===== config.mk =====
export PLATFORM = sky130hd
export DESIGN_NAME = core_bus_arbiter
export DESIGN_NICKNAME = d
export VERILOG_FILES = /design/src/rtl/core_bus_arbiter_pkg.sv /design/src/rtl/core_bus_arbiter.sv
export SDC_FILE = /design/constraint.sdc
export NUM_CORES = 1
export LEC_CHECK = 0
export BUFFER_PORTS_ARGS = -buffer_cell sky130_fd_sc_hd__clkbuf_2
export CAP_MARGIN = 40
export CORE_AREA = 2 2 206 208
export CTS_CLUSTER_SIZE = 8
export DETAILED_ROUTE_END_ITERATION = 7
export DIE_AREA = 0 0 208 210
export PLACE_DENSITY_LB_ADDON = 0.15
export SLEW_MARGIN = 20
export SYNTH_ARGS = -nofsm -noshare
export SYNTH_HDL_FRONTEND = slang
export SYNTH_SLANG_ARGS = --single-unit

===== constraint.sdc =====
create_clock -name clk -period 5.4 [get_ports clk]
set_input_delay 1.08 -clock clk [delete_from_list [all_inputs] [get_ports clk]]
set_output_delay 1.08 -clock clk [all_outputs]
set_load 0.1 [all_outputs]

===== src/rtl/core_bus_arbiter_pkg.sv =====
// Shared bus types and constants for the core bus arbiter.
package core_bus_arbiter_pkg;

  localparam int unsigned ADDR_W  = 64;
  localparam int unsigned DATA_W  = 64;
  localparam int unsigned STRB_W  = DATA_W / 8;
  localparam int unsigned IDATA_W = 32;

  typedef logic [2:0] msize_t;
  localparam msize_t MSIZE1 = 3'd0;
  localparam msize_t MSIZE2 = 3'd1;
  localparam msize_t MSIZE4 = 3'd2;
  localparam msize_t MSIZE8 = 3'd3;

  typedef logic [7:0] mlen_t;
  localparam mlen_t MLEN1 = 8'd0;

  typedef logic [1:0] axi_burst_t;
  localparam axi_burst_t AXI_BURST_FIXED = 2'b00;

  typedef enum logic [1:0] {
    IDLE   = 2'd0,
    BUSY_I = 2'd1,
    BUSY_D = 2'd2
  } arb_state_t;

  typedef struct packed {
    logic              valid;
    logic [ADDR_W-1:0] addr;
  } ibus_req_t;

  typedef struct packed {
    logic               addr_ok;
    logic               data_ok;
    logic [IDATA_W-1:0] data;
  } ibus_resp_t;

  typedef struct packed {
    logic              valid;
    logic [ADDR_W-1:0] addr;
    msize_t            size;
    logic [STRB_W-1:0] strobe;
    logic [DATA_W-1:0] data;
  } dbus_req_t;

  typedef struct packed {
    logic              addr_ok;
    logic              data_ok;
    logic [DATA_W-1:0] data;
  } dbus_resp_t;

  typedef struct packed {
    logic              valid;
    logic              is_write;
    msize_t            size;
    logic [ADDR_W-1:0] addr;
    logic [STRB_W-1:0] strobe;
    logic [DATA_W-1:0] data;
    mlen_t             len;
    axi_burst_t        burst;
  } cbus_req_t;

  typedef struct packed {
    logic              ready;
    logic              last;
    logic [DATA_W-1:0] data;
  } cbus_resp_t;

  // Fetches become fixed 4-byte single-beat reads.
  function automatic cbus_req_t ireq_to_cbus(input logic [ADDR_W-1:0] addr);
    cbus_req_t c;
    c          = '0;
    c.valid    = 1'b1;
    c.is_write = 1'b0;
    c.size     = MSIZE4;
    c.addr     = addr;
    c.strobe   = '0;
    c.len      = MLEN1;
    c.burst    = AXI_BURST_FIXED;
    return c;
  endfunction

  // Load/store: any strobe bit set marks a write.
  function automatic cbus_req_t dreq_to_cbus(input msize_t size, input logic [ADDR_W-1:0] addr,
                                             input logic [STRB_W-1:0] strobe,
                                             input logic [DATA_W-1:0] data);
    cbus_req_t c;
    c          = '0;
    c.valid    = 1'b1;
    c.is_write = |strobe;
    c.size     = size;
    c.addr     = addr;
    c.strobe   = strobe;
    c.data     = data;
    c.len      = MLEN1;
    c.burst    = AXI_BURST_FIXED;
    return c;
  endfunction

endpackage


===== src/rtl/core_bus_arbiter.sv =====
// Serializes instruction and data traffic onto one single-beat cbus transaction at a time.
module core_bus_arbiter
  import core_bus_arbiter_pkg::*;
#(
  parameter int unsigned STARVE_LIMIT = 4
) (
  input  logic       clk,
  input  logic       reset,
  input  ibus_req_t  ireq,
  output ibus_resp_t iresp,
  input  dbus_req_t  dreq,
  output dbus_resp_t dresp,
  output cbus_req_t  oreq,
  input  cbus_resp_t oresp
);

  localparam int unsigned     CNT_W   = $clog2(STARVE_LIMIT + 1);
  localparam logic [CNT_W-1:0] CNT_MAX = CNT_W'(STARVE_LIMIT);

  arb_state_t       state, state_n;
  cbus_req_t        req_q, req_n;
  logic [CNT_W-1:0] starve_cnt, starve_cnt_n;
  logic             done;
  logic             grant_d;

  // State, latched request and starvation counter.
  always_ff @(posedge clk or posedge reset) begin
    if (reset) begin
      state      <= IDLE;
      req_q      <= '0;
      starve_cnt <= '0;
    end else begin
      state      <= state_n;
      req_q      <= req_n;
      starve_cnt <= starve_cnt_n;
    end
  end

  // Grant decision, request translation and response routing.
  always_comb begin
    state_n      = state;
    req_n        = req_q;
    starve_cnt_n = starve_cnt;
    oreq         = '0;
    iresp        = '0;
    dresp        = '0;
    done         = oresp.ready && oresp.last;
    grant_d      = 1'b0;

    case (state)
      IDLE: begin
        // Data wins unless the waiting fetch has been passed over STARVE_LIMIT times.
        grant_d = dreq.valid && !(ireq.valid && (starve_cnt == CNT_MAX));
        if (grant_d) begin
          req_n   = dreq_to_cbus(dreq.size, dreq.addr, dreq.strobe, dreq.data);
          state_n = BUSY_D;
          if (!ireq.valid) begin
            starve_cnt_n = '0;
          end else if (starve_cnt != CNT_MAX) begin
            starve_cnt_n = starve_cnt + CNT_W'(1);
          end
        end else if (ireq.valid) begin
          req_n        = ireq_to_cbus(ireq.addr);
          state_n      = BUSY_I;
          starve_cnt_n = '0;
        end
      end
      BUSY_I: begin
        oreq = req_q;
        if (done) begin
          iresp.addr_ok = 1'b1;
          iresp.data_ok = 1'b1;
          iresp.data    = oresp.data[IDATA_W-1:0];
          state_n       = IDLE;
        end
      end
      BUSY_D: begin
        oreq = req_q;
        if (done) begin
          dresp.addr_ok = 1'b1;
          dresp.data_ok = 1'b1;
          dresp.data    = oresp.data;
          state_n       = IDLE;
        end
      end
      default: state_n = IDLE;
    endcase
  end

endmodule


Yosys cells after proc, flatten, opt, wreduce, memory -nomap -nowiden
Cells that the tools add are included.

Muxes and demuxes: 15. $add $sub $neg: 1. Reductions and logical operators: 11. Equality and inequality tests: 7.

Operator list (count): $mux 151 (3); $mux 66 (2); $mux 34 (2); $mux 3 (4); $reduce_or 8->1 (1); $mux 2 (3); $ne 3x3->1 const B (2); $pmux 2 s2 (1); $reduce_and 2->1 (2); $add 3x1->3 const B (1); $eq 3x3->1 const B (1); $logic_and 1x1->1 (3); $ne 3x2->1 const B (1); $reduce_and 3->1 (1); $eq 2x1->1 const B (1); $eq 2x2->1 const B (1); $logic_not 2->1 (1); $ne 2x1->1 const B (1); $reduce_bool 2->1 (1); $reduce_or 2->1 (1); $logic_not 1->1 (1).

Output and inout port bits: 251. Bits in registers: 156. Input port bits: 273.

Longest topological paths before layout
Word-level depth: 6. Mapped depth: 8. Depth with buffers taken out: 5.

Least setup slack after synthesis
OpenSTA, ideal clock, no wires.

Path type: input -> output. Start: in oresp[65] (netlist name). End: out iresp[23] (netlist name). Arrival time: 3162 ps. Buffers on the path: 1. Data required time: 4320 ps. Stages: 3. Slack: 1158 ps. Cell sequence: and3_1 clkbuf_1 and2_1.

RTL lines: start: declaration (RTL line core_bus_arbiter.sv:14) `input cbus_resp_t oresp`; end: declaration (RTL line core_bus_arbiter.sv:10) `output ibus_resp_t iresp,`.

==> flow_summary_export.csv <==
group,metric,value,unit
setup_path,worstPathArrival,2.71,ns
setup_path,slowest_delay,0.70,ns
detailed_routing,drtIter0Drc,441,
synth,yosys_warnings,0,
synth,yosys.area.top_type,"dfrtp_1",
detailed_routing,first_pass_iters,5,
timing,finalCritPeriodShare,0.703,
clock_tree,postCtsSetupRepairBufs,0,
floorplanning,initial_utilization,0.197,
timing,rsz0062_at_grt,"false",
placed_design,routabilityCongestion,0.835,
floorplanning,ios,524,
clock_tree,cts.path.max_buffers,2,
setup_path,required,4.32,ns
finish,synthToLayoutAreaGrowth,45.3,%
timing,maxSlewViolCount,0,
synth,synth_edf_count,0,
setup_path,start_kind,"flip-flop",
detailed_routing,wire_per_inst,19.5,µm
detailed_routing,viasPerCell,4.43,
synth,synth_cells,901,
global_routing,use_met1,0.192,
clock_tree,post_cts_resized,0,
finish,final_cell_mix,"513 x clkbuf_2, 237 x and2_1, 176 x nand2_1",
synth,syn_area,8180,µm²
global_routing,grt_overflow,0,
timing,setup_viol_count_final,0,
floorplanning,rows,75,
placed_design,port_buffers,513,
synth,synth.avg_cell_area,9.08,µm²
clock_tree,clk_latency,0.44,ns
timing,clock_skew,0.0110,ns
finish,post_route_cells_drive_above_1_share,0.438,
clock_tree,clock_tree.root_cell,"clkbuf_16",
global_routing,grt_pass1_wl,55500,µm
setup_path,path_max_fanout,75,
floorplanning,dieArea,43700,µm²
synth,synth-seq-cells,146,
synth,async_flop_share,1.00,
run_status,status,"complete, no violations",
setup_path,cpLargestDelayFamily,"buffers and inverters",
timing,max_slew_margin,0.437,
timing,post-route-min-period,3.79,ns
synth,synth_flop_cell,"dfrtp_1",
timing,hold_viol,0,
worst_hold_path,hp-class,"reg2reg",
global_routing,busiest_layer,"met2",
clock_tree,clkSinkCount,146,
global_routing,grt_pass1_vias,8521,
placed_design,dp_hpwl,27200,µm
global_routing,antenna_found_initial,9,
detailed_routing,drc,0,
global_routing,use_met2,0.295,
timing,tns,0,ns
timing,fmax,264,MHz
floorplanning,core_area,41500,µm²
global_routing,grt_use_total,0.168,
setup_path,cp_num_buf_inv,3,
setup_path,critPathKind,"reg2out",
detailed_routing,wirelength,37300,µm
synth,synth_area_leaders,"dfrtp_1 45%, and2_1 18%, nand2_1 8.1%, a22o_1 5.6%, nand4_1 4.9%",
finish,area.sequential,3650,µm²
job,drv_cap,0,
setup_path,cp-end-kind,"output port",
global_routing,met3_usage,0.0428,
clock_tree,clk_pin_slew,0.06,ns
clock_tree,cts_made_buffers,17,
clock_tree,htreeDepth,4,
detailed_routing,ant_nets,0,
clock_tree,cts_tree,"built",
finish,multi_input_area,4060,µm²
finish,fillerInstances,4573,
detailed_routing,vias,8489,
synth,synth_cell_type_count,33,
clock_tree,hold_buffers,0,
floorplanning,die_w,208,µm
finish,mostFrequentLayoutCell,"clkbuf_2",
synth,synth_top_area_frac,0.447,
floorplanning,dieHeight,210,µm
setup_path,crit_path_top_delay_cell,"ha_4",
synth,ys_seq_area_frac,0.447,
global_routing,grt_max_degree,79,
finish,nNetsFinal,1637,
setup_path,crit_chain,"inv_1 > ha_4 > buf_12 > and2_1 > clkbuf_2",
timing,worst_pin_slew,0.845,ns
[worst paths after layout]
kind	startpoint	end	slack (ns)	cells after the start
worst max register to register	starve_cnt[0]$_DFFE_PP0P_	req_q[52]$_DFFE_PP0P_	2.79	7
max in group asynchronous	reset	req_q[104]$_DFFE_PP0P_	3.69	3
worst max-delay path	state[1]$_DFFE_PP0P_	oreq[144]	1.61	5
min in group asynchronous	reset	req_q[70]$_DFFE_PP0P_	0.74	2
worst min-delay path	req_q[150]$_DFFE_PP0P_	req_q[150]$_DFFE_PP0P_	0.47	1
worst min register to register	req_q[150]$_DFFE_PP0P_	req_q[150]$_DFFE_PP0P_	0.47	1
[state kept, by name, indices dropped and copies added, names as in the netlist]
| name | flops |
|---|---|
| req_q | 141 |
| state | 2 |
| starve_cnt | 3 |
[cells in the mapped netlist (2+ instances only)]
master    instances
a21oi_1           2
a22o_1           52
and2_1          238
and3_1            3
buf_1             8
buf_2            32
buf_4            12
buf_6             5
clkbuf_1         43
clkbuf_2          2
dfrtp_1         146
ha_1              5
inv_1             5
nand2_1         176
nand2b_1          3
nand4_1          64
nor2_1            4
nor4_1            2
o211ai_1         34
o211ai_2         30
o21ai_0          10
o21ai_1          14
[routing by layer]
metal	up-vias	wire length (µm)
li1	3959	-
met1	4136	14300
met5	-	0
met4	0	1140
met3	42	2420
met2	352	19500
[logic make-up after synthesis]
| group | Yosys count | synth area share |
|---|---|---|
| AOI/OAI and AO/OA | 149 | 0.157 |
| muxes | 1 | 0.00138 |
| DFF | 146 | 0.447 |
| buffers and inverters | 107 | 0.0644 |
| other | 1 | 0.000459 |
| adders and majority gates | 5 | 0.00765 |
| and+or+nand+nor | 492 | 0.323 |
[final cells by class]
class / count / share of cell area
Clock buffer: 22 / 0.0399
Tap cell: 539 / 0.0568
Inverter: 5 / 0.00200
Sequential cell: 146 / 0.308
Multi-Input combinational cell: 657 / 0.341
Antenna cell: 8 / 0.00169
Timing Repair Buffer: 532 / 0.240
Clock inverter: 9 / 0.0110
[stage by stage]
stage	area, µm²	hold slack (ns)	worst slack, ns	instances	util
detailed placement	11200	0.452	1.62	1875	0.269
global route	11900	0.498	1.38	1917	0.286
CTS	11800	0.467	1.47	1906	0.284
finish	11900	0.466	1.61	1918	0.286
global placement	11100	0.445	1.66	1871	0.267
floorplan	8210	0.426	0.397	910	-
Power is left out: the tool's default activity adds up to more than one toggle a clock period on the data nets, which glitch-free logic cannot reach.
